[config.mk]
export PLATFORM = sky130hd
export DESIGN_NAME = moore_seq_detector_p_flat
export DESIGN_NICKNAME = d
export VERILOG_FILES = /design/src/rtl/moore_seq_detector_p_pkg.sv /design/src/rtl/moore_seq_detector_p_if.sv /design/src/rtl/moore_seq_detector_p_fallback.sv /design/src/rtl/moore_seq_detector_p.sv /design/src/flat_wrapper.sv
export SDC_FILE = /design/constraint.sdc
export NUM_CORES = 1
export LEC_CHECK = 0
export BUFFER_PORTS_ARGS = -buffer_cell sky130_fd_sc_hd__buf_2
export CORE_ASPECT_RATIO = 1.25
export CORE_MARGIN = 3
export CORE_UTILIZATION = 35
export DETAILED_ROUTE_END_ITERATION = 6
export GPL_ROUTABILITY_DRIVEN = 0
export PLACE_DENSITY_LB_ADDON = 0.3
export SLEW_MARGIN = 10
export SYNTH_ARGS = -nofsm -noshare
export SYNTH_HDL_FRONTEND = slang
export SYNTH_SLANG_ARGS = --single-unit
[constraint.sdc]
create_clock -name clk -period 4.59 [get_ports clk]
set_clock_uncertainty 0.05 [all_clocks]
set_input_delay 1.377 -clock clk [delete_from_list [all_inputs] [get_ports clk]]
set_output_delay 1.377 -clock clk [all_outputs]
set_load 0.01 [all_outputs]
[src/rtl/moore_seq_detector_p_pkg.sv]
// moore_seq_pkg: shared constants and helpers for the parametrised Moore
// sequence detector.
//   clog2      - ceiling log2 for constant sizing
//   state_w    - state register width for a PAT_W-bit pattern (0..PAT_W)
//   idle_st    - S0, nothing matched
//   det_st     - S_PAT_W, full pattern matched
//   DEFAULT_PAT - pattern in force after reset for the 4-bit build
package moore_seq_pkg;

  localparam logic [3:0] DEFAULT_PAT = 4'b1011;

  function automatic int clog2(input int v);
    int r;
    r = 0;
    while ((1 << r) < v) r++;
    return r;
  endfunction

  function automatic int state_w(input int pat_w);
    return clog2(pat_w + 1);
  endfunction

  function automatic int idle_st(input int pat_w);
    return 0 * pat_w;
  endfunction

  function automatic int det_st(input int pat_w);
    return pat_w;
  endfunction

endpackage

[src/rtl/moore_seq_detector_p_if.sv]
// moore_seq_detector_p_if: serial data / control / status bundle.
//   master - drives in, in_valid, pat_load, pat_in, overlap_en, count_clr
//   slave  - the detector; drives out, match_count, count_sat
interface moore_seq_detector_p_if #(
  parameter int PAT_W = 4,
  parameter int CNT_W = 8
);
  logic             in;
  logic             in_valid;
  logic             pat_load;
  logic [PAT_W-1:0] pat_in;
  logic             overlap_en;
  logic             count_clr;
  logic             out;
  logic [CNT_W-1:0] match_count;
  logic             count_sat;

  modport master (
    output in, in_valid, pat_load, pat_in, overlap_en, count_clr,
    input  out, match_count, count_sat
  );

  modport slave (
    input  in, in_valid, pat_load, pat_in, overlap_en, count_clr,
    output out, match_count, count_sat
  );
endinterface

[src/rtl/moore_seq_detector_p_fallback.sv]
// seq_fallback: combinational next-state for the runtime KMP-style matcher.
//   k          - current matched length (0..PAT_W)
//   hist       - last PAT_W-1 accepted bits, newest in bit 0
//   b          - incoming valid bit
//   pat        - active pattern, MSB is the first bit of the sequence
//   overlap_en - 0 makes DETECT behave like S0 for this bit
//   nxt        - longest j <= min(k+1, PAT_W) whose last j window bits
//                equal the top j pattern bits, else 0
module seq_fallback import moore_seq_pkg::*; #(
  parameter int PAT_W = 4,
  parameter int SW    = state_w(PAT_W)
)(
  input  logic [SW-1:0]    k,
  input  logic [PAT_W-2:0] hist,
  input  logic             b,
  input  logic [PAT_W-1:0] pat,
  input  logic             overlap_en,
  output logic [SW-1:0]    nxt
);

  logic [PAT_W-1:0] win, top, msk;
  int               k_eff, lim;

  always_comb begin
    win   = {hist, b};
    k_eff = (k == SW'(PAT_W) && !overlap_en) ? 0 : int'(k);
    lim   = (k_eff + 1 > PAT_W) ? PAT_W : k_eff + 1;
    nxt   = '0;
    top   = '0;
    msk   = '0;
    // Ascending scan: the last passing j is the longest valid prefix, so a
    // mismatch can never skip a shorter one. History bits beyond k are
    // excluded by the lim bound, not by masking the window.
    for (int j = 1; j <= PAT_W; j++) begin
      top = pat >> (PAT_W - j);
      msk = {PAT_W{1'b1}} >> (PAT_W - j);
      if (j <= lim && ((win ^ top) & msk) == '0) nxt = j[SW-1:0];
    end
  end

endmodule

[src/rtl/moore_seq_detector_p.sv]
// moore_seq_detector_p: Moore detector for a runtime-loadable PAT_W-bit
// serial pattern with optional overlap and a saturating match counter.
//   clk, rst_n - clock, async active-low reset
//   bus.slave  - in/in_valid stream, pat_load/pat_in, overlap_en,
//                count_clr; out (registered DETECT flag), match_count,
//                count_sat
module moore_seq_detector_p import moore_seq_pkg::*; #(
  parameter int               PAT_W   = 4,
  parameter int               CNT_W   = 8,
  parameter logic [PAT_W-1:0] RST_PAT = PAT_W'(DEFAULT_PAT)
)(
  input logic                  clk,
  input logic                  rst_n,
  moore_seq_detector_p_if.slave bus
);

  localparam int            SW     = state_w(PAT_W);
  localparam logic [SW-1:0] S_IDLE = SW'(idle_st(PAT_W));
  localparam logic [SW-1:0] S_DET  = SW'(det_st(PAT_W));

  logic [SW-1:0]    state, state_nxt, fb_nxt;
  logic [PAT_W-2:0] hist, hist_nxt;
  logic [PAT_W-1:0] pat, pat_nxt, win;
  logic [CNT_W-1:0] cnt, cnt_nxt;
  logic             out_q, out_nxt, sat_q, hit;

  seq_fallback #(.PAT_W(PAT_W), .SW(SW)) u_fb (
    .k          (state),
    .hist       (hist),
    .b          (bus.in),
    .pat        (pat),
    .overlap_en (bus.overlap_en),
    .nxt        (fb_nxt)
  );

  always_comb begin
    state_nxt = state;
    hist_nxt  = hist;
    pat_nxt   = pat;
    out_nxt   = out_q;
    hit       = 1'b0;
    win       = {hist, bus.in};
    // A load discards any bit presented in the same cycle.
    if (bus.pat_load) begin
      pat_nxt   = bus.pat_in;
      state_nxt = S_IDLE;
      hist_nxt  = '0;
      out_nxt   = 1'b0;
    end else if (bus.in_valid) begin
      state_nxt = fb_nxt;
      hist_nxt  = win[PAT_W-2:0];
      out_nxt   = (fb_nxt == S_DET);
      hit       = out_nxt;
    end
    if (bus.count_clr)          cnt_nxt = '0;
    else if (hit && cnt != '1)  cnt_nxt = cnt + CNT_W'(1);
    else                        cnt_nxt = cnt;
  end

  always_ff @(posedge clk or negedge rst_n) begin
    if (!rst_n) begin
      state <= S_IDLE;
      hist  <= '0;
      pat   <= RST_PAT;
      out_q <= 1'b0;
      cnt   <= '0;
      sat_q <= 1'b0;
    end else begin
      state <= state_nxt;
      hist  <= hist_nxt;
      pat   <= pat_nxt;
      out_q <= out_nxt;
      cnt   <= cnt_nxt;
      sat_q <= &cnt_nxt;
    end
  end

  assign bus.out         = out_q;
  assign bus.match_count = cnt;
  assign bus.count_sat   = sat_q;

endmodule

[src/flat_wrapper.sv]
// flat-port wrapper written by rule: the top's interface ports become plain ports
module moore_seq_detector_p_flat import moore_seq_pkg::*;
#(
  parameter int               PAT_W   = 4,
  parameter int               CNT_W   = 8,
  parameter logic [PAT_W-1:0] RST_PAT = PAT_W'(DEFAULT_PAT)
)
  (clk, rst_n, bus_in, bus_in_valid, bus_pat_load, bus_pat_in, bus_overlap_en, bus_count_clr, bus_out, bus_match_count, bus_count_sat);
  moore_seq_detector_p_if #(.PAT_W(PAT_W), .CNT_W(CNT_W)) bus_i ();
  input logic clk;
  input logic rst_n;
  input wire logic [$bits(bus_i.in)-1:0] bus_in;
  input wire logic [$bits(bus_i.in_valid)-1:0] bus_in_valid;
  input wire logic [$bits(bus_i.pat_load)-1:0] bus_pat_load;
  input wire logic [$bits(bus_i.pat_in)-1:0] bus_pat_in;
  input wire logic [$bits(bus_i.overlap_en)-1:0] bus_overlap_en;
  input wire logic [$bits(bus_i.count_clr)-1:0] bus_count_clr;
  output wire logic [$bits(bus_i.out)-1:0] bus_out;
  output wire logic [$bits(bus_i.match_count)-1:0] bus_match_count;
  output wire logic [$bits(bus_i.count_sat)-1:0] bus_count_sat;
  assign bus_i.in = bus_in;
  assign bus_i.in_valid = bus_in_valid;
  assign bus_i.pat_load = bus_pat_load;
  assign bus_i.pat_in = bus_pat_in;
  assign bus_i.overlap_en = bus_overlap_en;
  assign bus_i.count_clr = bus_count_clr;
  assign bus_out = bus_i.out;
  assign bus_match_count = bus_i.match_count;
  assign bus_count_sat = bus_i.count_sat;
  moore_seq_detector_p #(.PAT_W(PAT_W), .CNT_W(CNT_W), .RST_PAT(RST_PAT)) u_core (.clk(clk), .rst_n(rst_n), .bus(bus_i));
endmodule
Yosys cells after proc, flatten, opt, wreduce, memory -nomap -nowiden
Cells that the tools add are included.
- $lt $le $gt $ge: 5
- muxes and demuxes: 16
- equal/unequal tests: 3
- bitwise operators: 4
- add/sub/neg operators: 2
- reduce and logical (&&, ||, !) cells: 13
- operators with widths (kind ; count):
    $gt 32x4->1 const B ; 1
    $mux 3 ; 6
    $logic_not 4->1 ; 4
    $mux 8 ; 2
    $add 8x1->8 const B ; 1
    $le 2x4->1 const A ; 2
    $ne 8x8->1 const B ; 1
    $reduce_and 8->1 ; 1
    $eq 3x3->1 const B ; 2
    $logic_and 1x1->1 ; 6
    $mux 1 ; 5
    $add 3x1->4 const B ; 1
    $le 1x4->1 const A ; 1
    $le 3x4->1 const A ; 1
    $mux 2 ; 2
    $mux 4 ; 1
    $xor 4x4->4 ; 1
    $xor 3x3->3 ; 1
    $reduce_bool 2->1 ; 1
    $xor 2x2->2 ; 1
    $logic_not 1->1 ; 1
    $xor 1x1->1 ; 1
- register bits: 20
- output and inout port bits: 10
- logic and storage cells: 49

Logic depth before layout (Yosys ltp)
Gate-level depths: netlist (run 1).
- word-level depth: 19
- depth in mapped cells: 9
- gate-level depth less buffers: 8

By module
Synthesis (run 1) repeated with hierarchy kept, for this count alone.
- cell total of the unflattened synthesis: 116
- area, all modules: 1224.9 um2
- by module, submodules not included (module ; instances ; cells each ; area each (um2) ; seq. area each (um2)):
    moore_seq_detector_p ; 1 ; 87 ; 988.4 ; 504.2
    seq_fallback ; 1 ; 29 ; 236.5 ; 0.0

Worst setup path after synthesis (run 1)
OpenSTA, ideal clock, no wires.
- path kind: input port to flip-flop
- start: input port bus_in
- end: register u_core.cnt[7] (netlist: u_core.bus.match_count[7])
- cell stages on the path: 8
- setup slack: 1672 ps
- data arrival time: 2736 ps
- library setup time: 132 ps
- buffers on the path: 2
- cell sequence: buf_4 > xor2_2 > nor4_4 > nand4_2 > buf_6 > nor4_2 > xnor2_1 > nor2_1
- cells in the longest elaborated chain, start to end: 13
- elaborated cells between the ends (all ways): 22
- those cells by class: eq/ne (1); mux (8); bitwise (4); reduce/logical (9)
- ends and longest elaborated chain (item ; line ; text):
    start: declaration ; flat_wrapper.sv:12 ; input wire logic [$bits(bus_i.in)-1:0] bus_in;
    $xor 1x1->1 ; moore_seq_detector_p_fallback.sv:37 ; if (j <= lim && ((win ^ top) & msk) == '0) nxt = j[SW-1:0];
    $logic_not 4->1 ; moore_seq_detector_p_fallback.sv:37 ;
    $logic_and 1x1->1 ; moore_seq_detector_p_fallback.sv:37 ;
    $mux 1 ; moore_seq_detector_p_fallback.sv:37 ;
    $mux 2 (2 in series) ; moore_seq_detector_p_fallback.sv:37 ;
    $mux 3 * ; moore_seq_detector_p_fallback.sv:37 ;
    $eq 3x3->1 * ; moore_seq_detector_p.sv:52 ; out_nxt = (fb_nxt == S_DET);
    $mux 1 * ; moore_seq_detector_p.sv:49 ; end else if (bus.in_valid) begin
    $mux 1 * ; moore_seq_detector_p.sv:44 ; if (bus.pat_load) begin
    $logic_and 1x1->1 * ; moore_seq_detector_p.sv:56 ; else if (hit && cnt != '1) cnt_nxt = cnt + CNT_W'(1);
    $mux 8 * ; moore_seq_detector_p.sv:56 ;
    $mux 8 * ; moore_seq_detector_p.sv:55 ; if (bus.count_clr) cnt_nxt = '0;
    net u_core.cnt_nxt[7] ; moore_seq_detector_p.sv:24 ; logic [CNT_W-1:0] cnt, cnt_nxt;
    end signal: assignment ; moore_seq_detector_p.sv:73 ; cnt <= cnt_nxt;
    end: declaration ; moore_seq_detector_p.sv:24 ;
The timed path passes the listed nets; every way through them passes the cells marked *.
A chain may end at the register's enable or synchronous reset.

Final worst setup path (run 1)
- start: input port bus_in
- end: register u_core.sat_q (netlist: u_core.bus.count_sat)
- cells in the longest elaborated chain, start to end: 14
- elaborated cells between the ends (all ways): 23
- those cells by class: eq/ne (1); mux (8); bitwise (4); reduce/logical (10)
- ends and longest elaborated chain (item ; line ; text):
    $xor 1x1->1 ; moore_seq_detector_p_fallback.sv:37 ;
    $logic_not 4->1 ; moore_seq_detector_p_fallback.sv:37 ;
    $logic_and 1x1->1 ; moore_seq_detector_p_fallback.sv:37 ;
    $mux 1 ; moore_seq_detector_p_fallback.sv:37 ;
    $mux 2 (2 in series) ; moore_seq_detector_p_fallback.sv:37 ;
    $mux 3 * ; moore_seq_detector_p_fallback.sv:37 ;
    $eq 3x3->1 * ; moore_seq_detector_p.sv:52 ;
    $mux 1 * ; moore_seq_detector_p.sv:49 ;
    $mux 1 * ; moore_seq_detector_p.sv:44 ;
    $logic_and 1x1->1 * ; moore_seq_detector_p.sv:56 ;
    $mux 8 * ; moore_seq_detector_p.sv:56 ;
    $mux 8 * ; moore_seq_detector_p.sv:55 ;
    $reduce_and 8->1 * ; moore_seq_detector_p.sv:74 ; sat_q <= &cnt_nxt;
    end signal: assignment ; moore_seq_detector_p.sv:74 ;
    end: declaration ; moore_seq_detector_p.sv:25 ; logic out_q, out_nxt, sat_q, hit;
Every way passes the cells marked *; elsewhere a longest branch is shown, timed or not.

==> reports/metrics.csv, run 1 <==
metric,value,unit
status,finished clean,
DRC viols,0,
YS warnings,0,
clock share of power,33.6,%
die height,72.4,µm
Syn-to-layout area delta,11.4,%
Post-Place Setup Slack,1.40,ns
largest net degree at the start of global routing,21,
drt pass-1 iters,4,
Post-CTS Repair Setup Buffers,0,
Mapped Cells,122,
Final Critical Period,2.93,ns
num ports,21,
worst path arrival time,3.04,ns
filler cell count,346,
Post-synth top flop,dfrtp_1,
post-synthesis sequential area ratio,40.8,%
grt ovf,0,
Routed Antenna Nets,0,
Max IR drop VDD,0.151,mV
GRT Util Overall,12.3,%
Pwr Total,0.000353,W
worst hold slack,0.491,ns
hold_buf cts,0,
Avg Inst Size Synth,10.1,µm²
Least-Margin Pin Slew,0.635,ns
top cell type's share of synthesized area,34.4,%
"CTS clk-pin slew, worst paths",0.07,ns
final setup margin,1.66,ns
PwrDens,256,mW/mm²
Critical Path Sink Type,flip-flop,
Multi-input gate area,671,µm²
Leakage,0.603,nW
global-route wire length before repair,4200,µm
Yosys top cell by area,dfrtp_1,
final WL,2370,µm
Post-Syn Area,0.00124,mm²
die width,59.2,µm
Comb power frac,11.9,%
share of cells above drive strength 1,27.5,%
net switching power,0.0000885,W
maximum fanout along the worst path,11,
Fin. Hold Viols,0,
final slew viol count,0,
Via-to-Cell Ratio,5.19,
top-count cell post-synth,dfrtp_1,
largest cells by area after synthesis,"dfrtp_1 (34%), dfstp_2 (6.4%), xnor2_1 (5.7%), nor2_1 (4.3%), mux2_2 (3.6%)",
Row Count,23,
Setup-failing EPs final,0,
root buf cell,clkbuf_8,
dpl cells,171,
Clock Tree Buf Depth,2,
final net count,153,
port bufs,20,
Clock Latency Late Sink,0.25,ns
Sinks on Clock Net,20,
RSZ-0062 raised after global routing,false,
Core Region,0.00331,mm²
"Cell Count, Final, Fillers Out",175,
Post-Syn Nets,136,
CP Launch Type,input port,
initial drt markers,27,
fin crit share,63.8,%
post_cts resized,0,
CTS tree,yes,
register area,504,µm²
sw frac,25.1,%
setup TNS,0,ns
die area,0.00429,mm²
htree depth,1,
max_slew headroom,57.5,%
register share of total power,54.5,%
DP Wirelength,1780,µm
async set or reset register ratio after synthesis,100,%
ANT cells,0,
Yosys reg bits,20,
initial antenna violation count,0,
TritonCTS buffer count,3,
Crit Path Category,input port to flip-flop,
Pint,0.000265,W
"EDFF count, synth",0,
count of cell types in the netlist,39,
Post-synth top cells,"dfrtp_1 (17), nor2_1 (14), xnor2_1 (8), nand3_1 (6)",
maxcap violations,0,
initial core utilization,37.4,%
number of global-route vias before repair,924,
Hold Path Class,flip-flop to flip-flop,
via count,908,
wire per inst,13.6,µm
CP required,4.71,ns
f_max,342,MHz
-- metrics by stage --
| stage | instance area [µm²] | utilization (%) |
|---|---|---|
| floorplan | 1240 | - |
| global placement | 1330 | 40.3 |
| detailed placement | 1330 | 40.3 |
| CTS | 1380 | 41.6 |
| global route | 1380 | 41.6 |
| finish | 1380 | 41.6 |
-- power groups by stage --
stage	Combinational (W)	Clock [W]	Sequential [W]
after global placement	0.0000413	0	0.000196
after floorplan	0.0000375	0	0.000190
after detailed placement	0.0000429	0	0.000196
after CTS	0.0000432	0.000124	0.000192
after global routing	0.0000475	0.000131	0.000194
final	0.0000422	0.000119	0.000192
-- logic make-up (layout without fill, tap and decap cells) --
| logic type | count (synthesis) | in the layout | synth area share (%) |
|---|---|---|---|
| muxes | 8 | 8 | 6.88 |
| buffers and inverters | 11 | 27 | 4.96 |
| AOI/OAI and AO/OA | 16 | 16 | 8.60 |
| DFF | 20 | 20 | 40.8 |
| adders and majority gates | 3 | 3 | 3.04 |
| and+or+nand+nor | 49 | 49 | 23.9 |
| xor gates and xnor gates | 15 | 15 | 11.8 |
-- placed cells by master, fill, tap and decap left out, types with 2 or more instances in the layout --
| cell | n |
|---|---|
| a21oi_1 | 4 |
| nor2b_1 | 2 |
| inv_1 | 3 |
| nor4_2 | 3 |
| nand3_1 | 6 |
| o21ai_0 | 2 |
| o21bai_1 | 2 |
| dfstp_2 | 3 |
| xor2_2 | 2 |
| mux2_2 | 4 |
| nand2b_1 | 5 |
| dfrtp_1 | 17 |
| nor2_1 | 14 |
| xnor2_1 | 8 |
| nand4_1 | 2 |
| buf_2 | 20 |
| ha_1 | 3 |
| and3_1 | 3 |
| nor3_1 | 4 |
| nand2_1 | 5 |
| mux2i_1 | 4 |
| clkbuf_8 | 3 |
| xor2_1 | 5 |
-- critical path, stage by stage --
cell	delay, ns
buf_2	0.15
xor2_2	0.16
nor4_4	0.32
nand4_2	0.34
nor3_1	0.31
xnor2_1	0.13
nor4_2	0.24
-- path summary, 6_finish.rpt --
check / start / endpoint / slack [ns] / depth (start not counted)
setup / recovery: bus_in / u_core.bus.count_sat / 1.66 / 7
hold / removal: u_core.bus.out / u_core.bus.out / 0.49 / 2
setup reg to reg: u_core.pat[3] / u_core.bus.count_sat / 2.36 / 6
hold reg to reg: u_core.bus.out / u_core.bus.out / 0.49 / 2
max in group asynchronous: rst_n / u_core.pat[3] / 3.13 / 1
min in group asynchronous: rst_n / u_core.bus.match_count[0] / 1.01 / 1
-- layout make-up --
class,count,share of cell area (%)
Clock buffer,4,3.27
Inverter,3,0.817
Tap cell,37,3.36
Sequential cell,20,36.6
Multi-Input combinational cell,91,48.7
Timing Repair Buffer,20,7.27
-- layer usage --
metal	up-vias	share of wire [%]	track usage [%]
li1	454	-	-
met1	434	46	16.8
met2	18	50	20.1
met3	2	3.7	2.14
met4	0	0.51	3.02
met5	-	0	0
-- sequential cells by signal, indices dropped and copies added, names as in the netlist --
| signal | count |
|---|---|
| u_core.bus.out | 1 |
| u_core.bus.match_count | 8 |
| u_core.pat | 4 |
| u_core.bus.count_sat | 1 |
| u_core.hist | 3 |
| u_core.state | 3 |
Note: power is estimated with default switching activity, not from simulation.
==> inputs of run 2 (changes only) <==
==> constraint.sdc (replaced) <==
create_clock -name clk -period 2.7 [get_ports clk]
set_clock_uncertainty 0.05 [all_clocks]
set_input_delay 0.81 -clock clk [delete_from_list [all_inputs] [get_ports clk]]
set_output_delay 0.81 -clock clk [all_outputs]
set_load 0.01 [all_outputs]
==> run 2 against run 1 <==
  * Setup slack got worse by 1.2 ns
  * Combinational power grew 66%
  * First-iteration DRC count grew 7.4%
  * Count of clock-buffer cells in the layout unchanged
  * Clock power rose by 88%
  * Routed wire length shrank 5.0%
  * Sequential cell count stayed put
  * Sequential share of layout area down 0.46 points
  * Critical path depth increased by 1
  * Global-route usage down 0.95 points
  * Via count increased by 0.77%
==> reports/metrics.csv, run 2 (synthesis gave the netlist of run 1 again) <==
metric,value,unit
Max IR drop VDD,0.226,mV
via count,915,
"Cell Count, Final, Fillers Out",176,
Final Critical Period,2.27,ns
root buf cell,clkbuf_8,
Core Region,0.00331,mm²
largest net degree at the start of global routing,21,
max reg flops,8,
initial drt markers,29,
worst path arrival time,2.36,ns
final slew viol count,0,
Row Count,23,
DP Wirelength,1700,µm
num ports,21,
status,finished clean,
global-route wire length before repair,3860,µm
final WL,2260,µm
max_slew headroom,57.0,%
Setup-failing EPs final,0,
CTS tree,yes,
CP Launch Type,input port,
"Cell Area, Placed",0.00134,mm²
TritonCTS buffer count,3,
ANT cells,0,
"commonest non-fill, non-tap cell in the layout",buf_2,
fin crit share,84.2,%
GRT Util Overall,11.4,%
Hold Path Class,input port to async pin,
number of global-route vias before repair,846,
PwrDens,445,mW/mm²
Syn-to-layout area delta,12.9,%
Routed Antenna Nets,0,
htree depth,1,
Clock Latency Late Sink,0.25,ns
die area,0.00429,mm²
DRC viols,0,
"commonest non-fill, non-tap cells in the layout","buf_2 (20), dfrtp_1 (17), nor2_1 (14)",
initial core utilization,37.4,%
Critical Path Sink Type,flip-flop,
die height,72.4,µm
port bufs,20,
drt pass-1 iters,4,
maximum fanout along the worst path,9,
initial antenna violation count,0,
post_cts resized,0,
Post-CTS Repair Setup Buffers,0,
share of cells above drive strength 1,28.8,%
Clock Tree Buf Depth,2,
Sinks on Clock Net,20,
Fin. Hold Viols,0,
filler cell count,308,
die width,59.2,µm
setup TNS,0,ns
CP required,2.79,ns
hold_buf cts,0,
RSZ-0062 raised after global routing,false,
wire per inst,12.8,µm
maxcap violations,0,
Finished Cell Area,0.00140,mm²
Least-Margin Pin Slew,0.643,ns
worst hold slack,0.443,ns
dpl cells,172,
f_max,440,MHz
Leakage,0.613,nW
final net count,154,
Via-to-Cell Ratio,5.20,
grt ovf,0,
"CTS clk-pin slew, worst paths",0.08,ns
Crit Path Category,input port to flip-flop,
run 2: cell types whose count changed in the layout (fill, tap and decap cells not counted), sizes merged:
cell | before | now
buf | 20 | 21
run 2: power by group:
part | leakage, nW | internal, W | switching, W | total [W]
logic | 0.320 | 0.0000327 | 0.0000374 | 0.0000702
clock network | 0.0288 | 0.000129 | 0.0000944 | 0.000224
registers | 0.265 | 0.000312 | 0.0000144 | 0.000327
total | 0.613 | 0.000475 | 0.000146 | 0.000621
run 2: final timing paths:
| check | from | to | slack (ns) | cells past startpoint |
|---|---|---|---|---|
| min reg2reg | u_core.bus.out | u_core.bus.out | 0.49 | 2 |
| min in group clk | u_core.bus.out | u_core.bus.out | 0.49 | 2 |
| max reg2reg | u_core.pat[3] | u_core.bus.match_count[7] | 0.57 | 7 |
| min | rst_n | u_core.bus.match_count[0] | 0.44 | 1 |
| max in group asynchronous | rst_n | u_core.pat[3] | 1.81 | 1 |
| max | bus_in | u_core.bus.match_count[7] | 0.43 | 8 |
run 2: per-layer routing:
| metal | up-vias | track usage [%] | share of wire [%] |
|---|---|---|---|
| met5 | - | 0 | 0 |
| met1 | 446 | 13.9 | 44 |
| met2 | 18 | 20.0 | 51 |
| met3 | 0 | 2.85 | 5.4 |
| met4 | 0 | 2.27 | 0 |
| li1 | 451 | - | - |
run 2: through the flow:
| step | power (W) | utilization (%) | worst slack (ns) |
|---|---|---|---|
| after CTS | 0.000633 | 42.2 | 0.424 |
| after detailed placement | 0.000404 | 40.5 | 0.168 |
| final | 0.000621 | 42.2 | 0.426 |
| after floorplan | 0.000387 | - | 0.349 |
| after global placement | 0.000403 | 40.5 | 0.176 |
| after global routing | 0.000657 | 42.2 | 0.308 |
run 2: worst max-delay path, cell delays in order:
cell	delay [ns]
buf_2	0.15
xor2_2	0.16
nor4_4	0.32
nand4_2	0.18
buf_4	0.21
nor4_2	0.31
xnor2_1	0.16
nor2_1	0.06
run 2: cell type report:
class / count / area, µm² / share of cell area (%)
sequential: 20 / 504 / 36.1
timing repair buffer: 21 / 108 / 7.71
clock buffer: 4 / 55.1 / 3.95
multi-input combinational: 91 / 671 / 48.1
inverter: 3 / 11.3 / 0.807
tap: 37 / 46.3 / 3.32
